<file path="config.mk">
export PLATFORM = sky130hd
export DESIGN_NAME = id_ex_stage
export DESIGN_NICKNAME = d
export VERILOG_FILES = /design/src/rtl/id_ex_stage.sv
export SDC_FILE = /design/constraint.sdc
export NUM_CORES = 1
export LEC_CHECK = 0
export ABC_AREA = 1
export CORE_AREA = 2 2 142 144
export DETAILED_ROUTE_END_ITERATION = 6
export DIE_AREA = 0 0 144 146
export PLACE_DENSITY = 0.73
export SKIP_LAST_GASP = 1
export SYNTH_ARGS = -nofsm -noshare
export SYNTH_HDL_FRONTEND = slang
export SYNTH_SLANG_ARGS = --single-unit
</file>
<file path="constraint.sdc">
create_clock -name clk -period 4.65 [get_ports clk]
set_input_delay 1.395 -clock clk [delete_from_list [all_inputs] [get_ports clk]]
set_output_delay 1.395 -clock clk [all_outputs]
set_load 0.01 [all_outputs]
</file>
<file path="src/rtl/id_ex_stage.sv">
// id_ex_stage: RV32I decode/operand stage with MEM/WB forwarding, load-use stall and ID/EX register.
// Optional ID_PERF_CNT_EN adds stall/flush event counters.
module id_ex_stage #(
    parameter int XLEN = 32,
    parameter logic [XLEN-1:0] RESET_PC = 32'h0000_0000
) (
    input  logic            clk,
    input  logic            rst,
    input  logic            if_valid,
    input  logic [31:0]     if_instr,
    input  logic [XLEN-1:0] if_pc,
    output logic [4:0]      rs1,
    output logic [4:0]      rs2,
    input  logic [XLEN-1:0] rd1,
    input  logic [XLEN-1:0] rd2,
    input  logic            mem_regwrite,
    input  logic [4:0]      mem_rd,
    input  logic [XLEN-1:0] mem_result,
    input  logic            wb_regwrite,
    input  logic [4:0]      wb_rd,
    input  logic [XLEN-1:0] wb_result,
    input  logic            flush,
    output logic            id_stall,
    output logic            ex_valid,
    output logic [XLEN-1:0] ex_pc,
    output logic [XLEN-1:0] ex_rs1_val,
    output logic [XLEN-1:0] ex_rs2_val,
    output logic [XLEN-1:0] ex_imm,
    output logic [4:0]      ex_rd,
    output logic [6:0]      ex_opcode,
    output logic [2:0]      ex_funct3,
    output logic            ex_funct7b5,
    output logic            ex_regwrite,
    output logic            ex_memread,
    output logic            ex_memwrite,
    output logic            ex_illegal
`ifdef ID_PERF_CNT_EN
    ,
    output logic [31:0]     perf_stall_cnt,
    output logic [31:0]     perf_flush_cnt
`endif
);
    typedef struct packed {
        logic            valid;
        logic [XLEN-1:0] pc;
        logic [XLEN-1:0] rs1_val;
        logic [XLEN-1:0] rs2_val;
        logic [XLEN-1:0] imm;
        logic [4:0]      rd;
        logic [6:0]      opcode;
        logic [2:0]      funct3;
        logic            funct7b5;
        logic            regwrite;
        logic            memread;
        logic            memwrite;
        logic            illegal;
    } ex_t;

    ex_t ex_d, ex_q, bubble;
    logic [6:0] op;
    logic [4:0] rd;
    logic is_lui, is_auipc, is_jal, is_jalr, is_branch, is_load, is_store, is_opimm, is_op;
    logic legal, use1, use2, load;
    logic [XLEN-1:0] imm, fwd1, fwd2;

    assign op  = if_instr[6:0];
    assign rd  = if_instr[11:7];
    assign rs1 = if_instr[19:15];
    assign rs2 = if_instr[24:20];

    assign is_lui    = op == 7'b0110111;
    assign is_auipc  = op == 7'b0010111;
    assign is_jal    = op == 7'b1101111;
    assign is_jalr   = op == 7'b1100111;
    assign is_branch = op == 7'b1100011;
    assign is_load   = op == 7'b0000011;
    assign is_store  = op == 7'b0100011;
    assign is_opimm  = op == 7'b0010011;
    assign is_op     = op == 7'b0110011;
    assign legal = is_lui | is_auipc | is_jal | is_jalr | is_branch | is_load | is_store |
                   is_opimm | is_op | op == 7'b0001111 | op == 7'b1110011;
    assign use1 = is_jalr | is_branch | is_load | is_store | is_opimm | is_op;
    assign use2 = is_branch | is_store | is_op;

    always_comb
        imm = (is_jalr | is_load | is_opimm) ? {{20{if_instr[31]}}, if_instr[31:20]} :
              is_store  ? {{20{if_instr[31]}}, if_instr[31:25], if_instr[11:7]} :
              is_branch ? {{19{if_instr[31]}}, if_instr[31], if_instr[7], if_instr[30:25], if_instr[11:8], 1'b0} :
              (is_lui | is_auipc) ? {if_instr[31:12], 12'b0} :
              is_jal    ? {{11{if_instr[31]}}, if_instr[31], if_instr[19:12], if_instr[20], if_instr[30:21], 1'b0} :
              '0;

    // WB match covers the regfile write happening on this same edge.
    function automatic logic [XLEN-1:0] fwd(input logic [4:0] a, input logic [XLEN-1:0] d);
        return a == 5'd0 ? '0 :
               (mem_regwrite && mem_rd == a) ? mem_result :
               (wb_regwrite && wb_rd == a) ? wb_result : d;
    endfunction

    assign fwd1 = fwd(rs1, rd1);
    assign fwd2 = fwd(rs2, rd2);

    assign id_stall = ex_q.valid & ex_q.memread & (ex_q.rd != 5'd0) & if_valid & ~flush &
                      ((use1 & (rs1 == ex_q.rd)) | (use2 & (rs2 == ex_q.rd)));
    assign load = if_valid & ~flush & ~id_stall;

    always_comb begin
        bubble    = '0;
        bubble.pc = RESET_PC;
        ex_d      = bubble;
        if (load) begin
            ex_d.valid    = 1'b1;
            ex_d.pc       = if_pc;
            ex_d.rs1_val  = fwd1;
            ex_d.rs2_val  = fwd2;
            ex_d.imm      = imm;
            ex_d.rd       = rd;
            ex_d.opcode   = op;
            ex_d.funct3   = if_instr[14:12];
            ex_d.funct7b5 = if_instr[30];
            ex_d.regwrite = (is_lui | is_auipc | is_jal | is_jalr | is_load | is_opimm | is_op) & (rd != 5'd0);
            ex_d.memread  = is_load;
            ex_d.memwrite = is_store;
            ex_d.illegal  = ~legal;
        end
    end

    always_ff @(posedge clk) begin
        if (rst) ex_q <= bubble;
        else     ex_q <= ex_d;
    end

    assign ex_valid    = ex_q.valid;
    assign ex_pc       = ex_q.pc;
    assign ex_rs1_val  = ex_q.rs1_val;
    assign ex_rs2_val  = ex_q.rs2_val;
    assign ex_imm      = ex_q.imm;
    assign ex_rd       = ex_q.rd;
    assign ex_opcode   = ex_q.opcode;
    assign ex_funct3   = ex_q.funct3;
    assign ex_funct7b5 = ex_q.funct7b5;
    assign ex_regwrite = ex_q.regwrite;
    assign ex_memread  = ex_q.memread;
    assign ex_memwrite = ex_q.memwrite;
    assign ex_illegal  = ex_q.illegal;

`ifdef ID_PERF_CNT_EN
    logic [31:0] stall_cnt_q, flush_cnt_q;

    always_ff @(posedge clk) begin
        if (rst) begin
            stall_cnt_q <= '0;
            flush_cnt_q <= '0;
        end else begin
            stall_cnt_q <= stall_cnt_q + 32'(id_stall);
            flush_cnt_q <= flush_cnt_q + 32'(flush);
        end
    end

    assign perf_stall_cnt = stall_cnt_q;
    assign perf_flush_cnt = flush_cnt_q;
`endif
endmodule

</file>
Word level (Yosys, flattened, before mapping) --
Cells that the tools add are included.
Storage, ports and cells: register bits after elaboration 149, bits of input ports 208, logic and storage cells 90
Operators by class: multiplexer cells 12, eq/ne operators 17, reductions and logical operators 11, bitwise operators 37
Operators by type and width (number):
- two-way mux 32 bit | 11
- two-way mux 149 bit | 1
- == test 5 bit | 6
- == test 7 bit, second input constant | 4
- OR 1 bit | 23
- == test 7 x 6 -> 1 bit, second input constant | 3
- == test 7 x 5 -> 1 bit, second input constant | 2
- AND 1 bit | 10
- logical NOT 5 bit | 2
- nonzero test 5 bit | 2
- == test 7 x 2 -> 1 bit, second input constant | 1
- == test 7 x 4 -> 1 bit, second input constant | 1
- OR reduction 3 bit | 2
- logical AND 1 bit | 4
- NOT 1 bit | 4
- OR reduction 2 bit | 1

Logic depth before layout (Yosys ltp) --
Gate-level depths: netlist (run 1).
depth after elaboration 13, mapped depth 13, depth with buffers taken out 11

Worst setup path before layout (run 1) --
No wires, ideal clock.
path kind input -> output, start point input port if_instr[1], end point output port id_stall, stages 10, path buffers 0, slack 1.147 ns, arrival 2.108 ns, cells stage by stage nand2_1 -> inv_2 -> nand2_2 -> nor2_1 -> nor2_1 -> nand3_1 -> nand2_1 -> nand2_1 -> nand2_2 -> inv_1
On the way: longest elaborated chain between the ends 9, elaborated cells between the ends (all ways) 17, those cells by class eq/ne (6); bitwise (11)
Ends and longest elaborated chain:
- from (decl) | line 10 | input logic [31:0] if_instr,
- == test 7 bit (on tied branches) | line 74, 75
- OR 1 bit (5 in series) | line 82 | assign use1 = is_jalr | is_branch | is_load | is_store | is_opimm | is_op;
- AND 1 bit | line 104 | ((use1 & (rs1 == ex_q.rd)) | (use2 & (rs2 == ex_q.rd)));
- OR 1 bit * | line 104
- AND 1 bit * | line 103 | assign id_stall = ex_q.valid & ex_q.memread & (ex_q.rd != 5'd0) & if_valid & ~flush &
- to (decl) | line 23 | output logic id_stall,
Mark *: on every way between the ends. The rest lies on a longest branch, timed or not.

Worst setup path after layout (run 1) --
start point input port if_instr[4], end point output port id_stall
Same word-level chain as after synthesis.

==> results.json, run 1 <==
{
  "worst-slew-pin-transition_ns": 0.925,
  "antenna_found_initial": 1,
  "tritoncts": "done",
  "grt_setup_unrepaired": "false",
  "via_count_of_the_routed_design": 7659,
  "detailed_place_hpwl_mm": 20.6,
  "die_w_um": 144,
  "most_common_cell_after_layout_fill_and_taps_aside": "sky130_fd_sc_hd__clkdlybuf4s50_1",
  "final.hold.worst_slack_ns": 0.871,
  "yosys.cell_types.count": 31,
  "detail_route.drc_violations": 0,
  "final_cell_mix": "365 x sky130_fd_sc_hd__clkdlybuf4s50_1, 149 x sky130_fd_sc_hd__dfxtp_1, 138 x sky130_fd_sc_hd__nand2_1",
  "placementRows": 51,
  "max_clock_freq_mhz": 237,
  "post-synth-top-area-fraction_pct": 44.0,
  "yosys_register_bits": 149,
  "route.antenna.remaining_nets": 0,
  "cts_num_sinks": 149,
  "synth.largest_area_cell": "sky130_fd_sc_hd__dfxtp_1",
  "synth.area.top_cells": "sky130_fd_sc_hd__dfxtp_1 44%, sky130_fd_sc_hd__nand4_1 7.8%, sky130_fd_sc_hd__nor2_1 7.8%",
  "skew_ns": 0.0155,
  "ctsLongestPathBuffers": 2,
  "cts_setup_buffers": 0,
  "switchingPower_mw": 0.897,
  "layout.nets": 1495,
  "path_clk_slew_ns": 0.06,
  "routed_length_per_placed_instance_um": 17.8,
  "internal-power_mw": 2.46,
  "port_buffers": 367,
  "status": "completed",
  "worstRegToRegCells": 10,
  "root_buffer": "sky130_fd_sc_hd__clkbuf_16",
  "power.share.clock_pct": 44.5,
  "tns_ns": 0,
  "firstDrtPassIters": 5,
  "powerDensity_nw_per_um2": 297,
  "syn_area_sq_um": 6780,
  "final_hold_fails": 0,
  "static-leakage-power_nw": 4.86,
  "drive_above_1_share_pct": 10.3,
  "power_frac_comb_pct": 16.4,
  "netlist_instances": 936,
  "vdd_drop_max_uv": 243,
  "finalCritPeriodShare_pct": 90.8,
  "hold_path.class": "reg2reg",
  "floorplan.core_area_sq_um": 19300,
  "effective_utilization_at_floorplan_pct": 35.1,
  "htree_levels": 4,
  "worst_ep_arrival_time_ns": 2.83,
  "syn2layout_area_growth_pct": 66.9,
  "grt.total_usage_pct": 25.8,
  "clkLatencyLatePin_ns": 0.43,
  "cp-start-kind": "primary input",
  "critical_path.max_fanout": 4,
  "synth-seq-area-share_pct": 44.0,
  "sequentialPowerShare_pct": 39.1,
  "critical_path.endpoint_type": "output port",
  "floorplan.io_pins": 368,
  "timing.max_cap.violations": 0,
  "yosysWarningCount": 0,
  "finalWorstPathRequiredPeriod_ns": 4.22,
  "path_class": "in2out",
  "design.die.area_sq_um": 21000,
  "number_of_global_route_vias_before_repair": 7119,
  "wl_mm": 27.8,
  "timing.hold.worst_path_depth": 5,
  "syn_nets": 1144,
  "worst_ep_required_time_ns": 3.25,
  "gr-total-overflow": 0,
  "slew_headroom_pct": 37.9,
  "place_congestion": 0.920,
  "die_h_um": 146,
  "grt_max_degree": 81,
  "drt_iter0_drc": 544,
  "grt_first_pass_wirelength_mm": 41.4,
  "via_per_inst": 4.89,
  "switching_part_of_the_total_pct": 26.7,
  "tritoncts.num_buffers": 17,
  "postSynthAreaPerCell_sq_um": 7.24,
  "setup-violations-final": 0,
  "report.final.slew_viol_count": 0
}
-- per-layer routing --
layer	vias to the layer above	share of wire (%)	GRT usage, %
met5	-	0	0
met4	0	3.9	13.0
met3	68	8.8	6.09
met2	430	45	38.9
met1	3432	42	34.4
li1	3729	-	-
-- stage by stage --
stage          setup WS [ns]  power, mW  cells  util, %  instance area, sq um
2_1_floorplan           1.15       1.56    936        -                  6780
3_3_place_gp          0.0692       1.89   1533     55.2                 10700
3_5_place_dp          0.0423       1.89   1533     55.2                 10700
4_1_cts               0.0469       3.39   1565     58.4                 11300
5_1_grt                0.330       3.49   1566     58.5                 11300
6_report               0.429       3.36   1566     58.5                 11300
-- worst paths after layout --
kind,start,end,slack [ns]
worst max-delay path,if_instr[4],id_stall,0.43
worst min-delay path,ex_memread$_SDFF_PP0_,ex_memread$_SDFF_PP0_,0.87
worst max register to register,ex_rd[0]$_SDFF_PP0_,ex_opcode[2]$_SDFF_PP0_,2.68
worst min register to register,ex_memread$_SDFF_PP0_,ex_memread$_SDFF_PP0_,0.87
-- layout make-up --
class	count	area [sq um]
Timing Repair Buffer	400	3950
Fill cell	1769	8020
Antenna cell	1	2.50
Inverter	110	413
Clock buffer	17	425
Clock inverter	15	208
Sequential cell	149	2980
Multi-Input combinational cell	609	3000
Tap cell	265	332
-- sequential cells by signal, summed over array words and instances, names as in the netlist, 3 cells and up --
name        flops
ex_funct3       3
ex_imm         32
ex_opcode       7
ex_pc          32
ex_rd           5
ex_rs1_val     32
ex_rs2_val     32
-- power groups by stage --
stage / Sequential, mW / Combinational (mW) / Clock, mW
final: 1.31 / 0.552 / 1.49
after global placement: 1.34 / 0.543 / 0
after detailed placement: 1.34 / 0.544 / 0
after floorplan: 1.36 / 0.199 / 0
after CTS: 1.31 / 0.548 / 1.52
after global routing: 1.32 / 0.595 / 1.58
-- synthesized netlist by cell type --
master	number
sky130_fd_sc_hd__nor3_2	1
sky130_fd_sc_hd__xor2_1	2
sky130_fd_sc_hd__nor2_1	140
sky130_fd_sc_hd__o21ai_1	29
sky130_fd_sc_hd__nor2_2	41
sky130_fd_sc_hd__inv_2	9
sky130_fd_sc_hd__and3_1	1
sky130_fd_sc_hd__nand2_1	139
sky130_fd_sc_hd__buf_1	2
sky130_fd_sc_hd__clkbuf_1	15
sky130_fd_sc_hd__nand2_2	4
sky130_fd_sc_hd__dfxtp_1	149
sky130_fd_sc_hd__buf_4	12
sky130_fd_sc_hd__xnor2_1	5
sky130_fd_sc_hd__o21ai_0	28
sky130_fd_sc_hd__buf_6	12
sky130_fd_sc_hd__o22ai_1	8
sky130_fd_sc_hd__nor2_4	1
sky130_fd_sc_hd__a31o_2	1
sky130_fd_sc_hd__or2_0	7
sky130_fd_sc_hd__a21oi_1	19
sky130_fd_sc_hd__inv_1	101
sky130_fd_sc_hd__nand3_1	79
sky130_fd_sc_hd__nand3_2	2
sky130_fd_sc_hd__buf_2	27
sky130_fd_sc_hd__nand4_1	85
sky130_fd_sc_hd__or2_1	8
sky130_fd_sc_hd__a21oi_2	3
sky130_fd_sc_hd__a32oi_1	1
sky130_fd_sc_hd__nor3_1	4
sky130_fd_sc_hd__o21a_1	1
-- what timing repair did --
action	CTS	global route
hold buffers	0	0
resized for setup	0	5
endpoints found under the hold margin	0	0
endpoints found under the setup margin	0	1
-- critical path, cell delays in order --
cell and delay, ns:
sky130_fd_sc_hd__clkdlybuf4s50_1 0.55, sky130_fd_sc_hd__inv_1 0.11, sky130_fd_sc_hd__nand3_1 0.10, sky130_fd_sc_hd__nor2_1 0.05, sky130_fd_sc_hd__nor2_1 0.13, sky130_fd_sc_hd__nand3_1 0.09
sky130_fd_sc_hd__nand2_1 0.06, sky130_fd_sc_hd__nand2_1 0.07, sky130_fd_sc_hd__nand2_2 0.08, sky130_fd_sc_hd__inv_1 0.04, sky130_fd_sc_hd__dlymetal6s2s_1 0.16
-- kinds of logic after synthesis --
family          share of synthesized area (%)
flops                                    44.0
buf+inv                                  12.3
simple gates                             35.7
compound gates                           7.10
xor+xnor                                0.904
Power figures use the tool's default switching activity.
==> inputs of run 2 (changes only) <==
- ABC_CLOCK_PERIOD_IN_PS: unset -> 4650
==> results of run 2 <==
Final layout, timing and power as in run 1 (identical DEF).
